===== src/rtl/input_cond_pkg.sv =====
// input_cond_pkg: shared edge-mode encodings and sizing helper for the input conditioner.
`default_nettype none

package input_cond_pkg;

  localparam logic [1:0] EDGE_NONE = 2'b00;
  localparam logic [1:0] EDGE_RISE = 2'b01;
  localparam logic [1:0] EDGE_FALL = 2'b10;
  localparam logic [1:0] EDGE_BOTH = 2'b11;

  // A window of one cycle still needs a one-bit counter.
  function automatic int debounce_cnt_width(input int cycles);
    return (cycles > 1) ? $clog2(cycles) : 1;
  endfunction

endpackage

`default_nettype wire


===== src/rtl/input_cond_channel.sv =====
// input_cond_channel: synchroniser, debouncer, edge pulse, sticky flag and
// saturating event counter for a single input.
`default_nettype none

module input_cond_channel
  import input_cond_pkg::*;
#(
  parameter int SYNC_STAGES     = 2,
  parameter int DEBOUNCE_CYCLES = 1000,
  parameter int COUNT_WIDTH     = 8
) (
  input  logic                   clk,
  input  logic                   reset,
  input  logic                   data_in,
  input  logic [1:0]             edge_mode,
  input  logic                   clear,
  output logic                   data_debounced,
  output logic                   pulse,
  output logic                   event_flag,
  output logic [COUNT_WIDTH-1:0] event_count,
  output logic                   flag_next
);

  localparam int                   CNT_W     = debounce_cnt_width(DEBOUNCE_CYCLES);
  localparam logic [CNT_W-1:0]     CNT_LAST  = CNT_W'(DEBOUNCE_CYCLES - 1);
  localparam logic [COUNT_WIDTH-1:0] COUNT_MAX = '1;

  logic [SYNC_STAGES-1:0] sync_q;
  logic                   sync_out;
  logic [CNT_W-1:0]       cnt_q;
  logic [CNT_W-1:0]       cnt_d;
  logic                   deb_d;
  logic                   update;
  logic                   dir_match;
  logic                   pulse_d;
  logic [COUNT_WIDTH-1:0] count_d;

  assign sync_out = sync_q[SYNC_STAGES-1];

  always_ff @(posedge clk or negedge reset) begin
    if (!reset) begin
      sync_q <= '0;
    end else begin
      sync_q <= {sync_q[SYNC_STAGES-2:0], data_in};
    end
  end

  // Any agreement with the accepted level restarts the stability window.
  always_comb begin
    cnt_d  = cnt_q;
    deb_d  = data_debounced;
    update = 1'b0;
    if (sync_out == data_debounced) begin
      cnt_d = '0;
    end else if (cnt_q == CNT_LAST) begin
      deb_d  = sync_out;
      cnt_d  = '0;
      update = 1'b1;
    end else begin
      cnt_d = cnt_q + CNT_W'(1);
    end
  end

  // The direction of an accepted change is the new level itself.
  always_comb begin
    dir_match = 1'b0;
    case (edge_mode)
      EDGE_NONE: dir_match = 1'b0;
      EDGE_RISE: dir_match = sync_out;
      EDGE_FALL: dir_match = ~sync_out;
      EDGE_BOTH: dir_match = 1'b1;
      default:   dir_match = 1'b0;
    endcase
  end

  assign pulse_d   = update & dir_match;
  assign flag_next = pulse | (event_flag & ~clear);

  // A pulse coinciding with clear is counted as the first event after clear.
  always_comb begin
    count_d = event_count;
    if (clear) begin
      count_d = COUNT_WIDTH'(pulse);
    end else if (pulse && (event_count != COUNT_MAX)) begin
      count_d = event_count + COUNT_WIDTH'(1);
    end
  end

  always_ff @(posedge clk or negedge reset) begin
    if (!reset) begin
      cnt_q          <= '0;
      data_debounced <= 1'b0;
      pulse          <= 1'b0;
      event_flag     <= 1'b0;
      event_count    <= '0;
    end else begin
      cnt_q          <= cnt_d;
      data_debounced <= deb_d;
      pulse          <= pulse_d;
      event_flag     <= flag_next;
      event_count    <= count_d;
    end
  end

endmodule

`default_nettype wire


===== src/rtl/input_conditioner.sv =====
// input_conditioner: CHANNELS independent conditioned inputs with a combined
// any-event indication aligned to the per-channel flags.
`default_nettype none

module input_conditioner
  import input_cond_pkg::*;
#(
  parameter int CHANNELS        = 4,
  parameter int SYNC_STAGES     = 2,
  parameter int DEBOUNCE_CYCLES = 1000,
  parameter int COUNT_WIDTH     = 8
) (
  input  logic                            clk,
  input  logic                            reset,
  input  logic [CHANNELS-1:0]             data_in,
  input  logic [2*CHANNELS-1:0]           edge_mode,
  input  logic [CHANNELS-1:0]             clear,
  output logic [CHANNELS-1:0]             data_debounced,
  output logic [CHANNELS-1:0]             pulse,
  output logic [CHANNELS-1:0]             event_flag,
  output logic [CHANNELS*COUNT_WIDTH-1:0] event_count,
  output logic                            any_event
);

  logic [CHANNELS-1:0] flag_next;

  for (genvar i = 0; i < CHANNELS; i++) begin : g_ch
    input_cond_channel #(
      .SYNC_STAGES    (SYNC_STAGES),
      .DEBOUNCE_CYCLES(DEBOUNCE_CYCLES),
      .COUNT_WIDTH    (COUNT_WIDTH)
    ) u_channel (
      .clk           (clk),
      .reset         (reset),
      .data_in       (data_in[i]),
      .edge_mode     (edge_mode[2*i +: 2]),
      .clear         (clear[i]),
      .data_debounced(data_debounced[i]),
      .pulse         (pulse[i]),
      .event_flag    (event_flag[i]),
      .event_count   (event_count[i*COUNT_WIDTH +: COUNT_WIDTH]),
      .flag_next     (flag_next[i])
    );
  end

  // Reducing the next-state flags keeps any_event in step with event_flag.
  always_ff @(posedge clk or negedge reset) begin
    if (!reset) begin
      any_event <= 1'b0;
    end else begin
      any_event <= |flag_next;
    end
  end

endmodule

`default_nettype wire


===== config.mk =====
export PLATFORM = sky130hd
export DESIGN_NAME = input_conditioner
export DESIGN_NICKNAME = d
export VERILOG_FILES = /design/src/rtl/input_cond_pkg.sv /design/src/rtl/input_cond_channel.sv /design/src/rtl/input_conditioner.sv
export SDC_FILE = /design/constraint.sdc
export NUM_CORES = 1
export LEC_CHECK = 0
export CAP_MARGIN = 20
export CORE_MARGIN = 4
export CORE_UTILIZATION = 45
export CTS_BUF_LIST = sky130_fd_sc_hd__clkbuf_4 sky130_fd_sc_hd__clkbuf_8
export DETAILED_ROUTE_END_ITERATION = 8
export PLACE_DENSITY_LB_ADDON = 0.05
export SKIP_LAST_GASP = 1
export SLEW_MARGIN = 10
export SYNTH_ARGS = -nofsm -noshare
export SYNTH_HDL_FRONTEND = slang
export SYNTH_SLANG_ARGS = --single-unit
export TNS_END_PERCENT = 50

===== constraint.sdc =====
create_clock -name clk -period 1.79 [get_ports clk]
set_input_delay 0.358 -clock clk [delete_from_list [all_inputs] [get_ports clk]]
set_output_delay 0.358 -clock clk [all_outputs]
set_load 0.01 [all_outputs]

==> metrics.txt <==
Placer Congestion 0.780; area of the multi-input gates 0.00226 mm^2; switching portion of total power 21.5%; final std cells w/o fill 671; RSZ-0062 raised after global routing true; commonest non-fill, non-tap cell in the layout dfrtp_1; synthesized flop and latch total 93; XOR/XNOR share of the synthesized area 2.91%; Post-Synth Simple-Gate Area 22.9%; Hold Path Class flip-flop to flip-flop; Power per Cell Area 667 mW/mm^2; Total Power Consumption 3860 uW; Worst Setup End Kind primary output; Reg area 0.00234 mm^2; Reg2Reg Depth 4; Initial DRC Count 141; DIE HEIGHT 111 um; clk_lat worst skew 0.34 ns; nets 556; kind of critical path flip-flop to primary output; NetSw 832 uW; total track usage 16.3%; die area 0.0124 mm^2; Final ANT Viol Nets 0; CP Cell Sequence clkdlybuf4s50_1; total number of vias 3,691; Area after DPL 0.00556 mm^2; compound-cell area share of the yosys netlist 15.2%; Crit. Startpoint g_ch[1].u_channel.pulse; CP bufs+invs 1; port buffer count 62; Slew @ Worst Pin 0.520 ns; WP data arrival 1.40 ns; post-synthesis mux area share 3.88%; ys flop type dfrtp_1; core area 0.0104 mm^2; P_leak 0.00244 uW; Worst Path Required 1.43 ns; total gr overflow 0; synth warn 0; Setup-failing EPs final 0; Die Span X 111 um; first-pass GRT wire length 17,100 um; largest net degree at the start of global routing 39; WP depth 1; # diodes 0; Syn Inst Count 465; CTS tree yes; P_int 3030 uW; Final period util 98.3%; critical path's largest stage delay 0.59 ns; Final HPWL DP 7150 um; Clock Tree Buf Depth 2; Reg clk slew, reported paths 0.09 ns; CTS Buf Count 9; wire per inst 14.6 um; Post-synth EDFFs 0; DRC Markers 0; maximum vdd ir drop 572 uV; R2R setup slack 0.17 ns; syn nets 491; initial antenna violation count 0; Seq/Total Area, Yosys 48.4%; Max FO, Critical Path 7; Peak Freq 0.568 GHz; layout cells sized above 1 12.1%; Async SR Flop Fraction 100%; drt via density 5.50; fin area 0.00580 mm^2; Worst setup endpoint pulse[1]; I/O pin cnt 63; Initial DRT Pass Iterations 4; most frequent cells in the layout 85 x dfrtp_1, 60 x clkdlybuf4s50_1, 36 x nor2_1; max cap viols 0; FP Rows 37; combinational power share 5.2%; Layout fillers 948; adder-cell share of the synthesized area 2.08%; RR Endpoint g_ch[2].u_channel.event_count[5]; Synth cell types 56; Largest delay share family, worst path buffers and inverters; root buf cell clkbuf_8; fin. max-slew vios 0; CP max stage cell clkdlybuf4s50_1; Max H-tree Level 3; Final Hold Fails 0; Slew Limit Headroom 65.3%; Layout area overhead 20.5%; Mapped Area 0.00481 mm^2; Initial Util 46.4%; final wirelength 9790 um; clk_skew 0.00774 ns; Reg-to-Reg Start g_ch[2].u_channel.event_count[0]; Placed Cells 654; main combinational cell family by area after synthesis simple AND/OR/NAND/NOR gates; syn avg cell area 10.3 um^2; vias in the first global route 3,531; Final min period 1.76 ns; status completed; clock share of power 38.8%; startpoint types flip-flop; sequential power share 55.9%; CTS Sinks 93
[cell families (layout without fill, tap and decap cells)]
family	count (synthesis)	after routing
xor gates and xnor gates	16	16
muxes	17	17
and+or+nand+nor	185	185
adders and majority gates	8	8
buffers and inverters	41	111
AOI/OAI and AO/OA	105	105
DFF	93	93
[cells in the mapped netlist (9+ instances only)]
library cell   n  area share (%)
nand3_1       18             1.9
nor2_1        36             2.8
a21oi_1       28             2.9
dfrtp_1       93              48
o21ai_0       13             1.4
and4_1         9             1.6
nor2b_1       12             1.6
nand3b_1      10             1.6
mux2_1        13             3.0
nand2_1       29             2.3
buf_4         14             2.2
inv_1         17             1.3
or3_1         12             1.6
a211oi_1       9             1.4
nand4_1       14             1.8
[worst min-delay path by stage]
stage | cells after the start | startpoint | to | slack [ns]
2_1_floorplan | 0 | reset | any_event | 0.06
3_3_place_gp | 0 | g_ch[3].u_channel.sync_q[0] | g_ch[3].u_channel.sync_q[1] | 0.34
6_report | 0 | g_ch[3].u_channel.sync_q[0] | g_ch[3].u_channel.sync_q[1] | 0.35
3_5_place_dp | 0 | g_ch[1].u_channel.sync_q[0] | g_ch[1].u_channel.sync_q[1] | 0.34
4_1_cts | 0 | g_ch[3].u_channel.sync_q[0] | g_ch[3].u_channel.sync_q[1] | 0.35
5_1_grt | 0 | g_ch[3].u_channel.sync_q[0] | g_ch[3].u_channel.sync_q[1] | 0.35
[layout make-up]
type                       instances  share of cell area, %
sequential                        93                   40.3
multi-input combinational        331                   39.0
timing repair buffer              76                   12.8
tap                              136                   2.94
clock buffer                      11                   2.40
clock inverter                     5                   1.30
inverter                          19                   1.27
[sequential cells by signal, indices dropped and copies added (netlist names)]
name	flops
g_ch.u_channel.sync_q	8
g_ch.u_channel.data_debounced	4
g_ch.u_channel.event_flag	4
g_ch.u_channel.cnt_q	40
g_ch.u_channel.pulse	4
g_ch.u_channel.event_count	32
any_event	1
[power groups by stage]
stage | clock network, uW | registers, uW | logic [uW]
4_1_cts | 1570 | 2160 | 209
2_1_floorplan | 0 | 2200 | 84.0
3_5_place_dp | 0 | 2200 | 207
6_report | 1500 | 2160 | 203
5_1_grt | 1650 | 2170 | 233
3_3_place_gp | 0 | 2200 | 204
[per-stage QoR]
stage	setup WS (ns)	setup TNS (ns)	hold slack, ns	util (%)
2_1_floorplan	0.184	0	0.0624	-
3_3_place_gp	0.0659	0	0.335	53.6
3_5_place_dp	0.0425	0	0.339	53.6
4_1_cts	-0.0155	-0.0343	0.353	55.8
5_1_grt	-0.0228	-0.0851	0.351	55.9
6_report	0.0299	0	0.351	55.9
[per-layer routing]
layer / up-vias / GRT usage (%) / share of wire, %
met5: - / 0 / 0
met2: 53 / 25.4 / 46
met3: 7 / 3.59 / 3.8
met1: 1793 / 23.2 / 50
met4: 0 / 4.46 / 1.1
li1: 1838 / - / -
[timing repair]
| action | in CTS | in global routing |
|---|---|---|
| buffers inserted | 0 | 0 |
| hold endpoints to repair | 34 | 0 |
| setup endpoints to repair | 7 | 13 |
| hold buffers | 1 | 0 |
| gates resized for setup | 3 | 6 |
| pin swaps | 0 | 0 |
(Power assumes the default switching activity.)
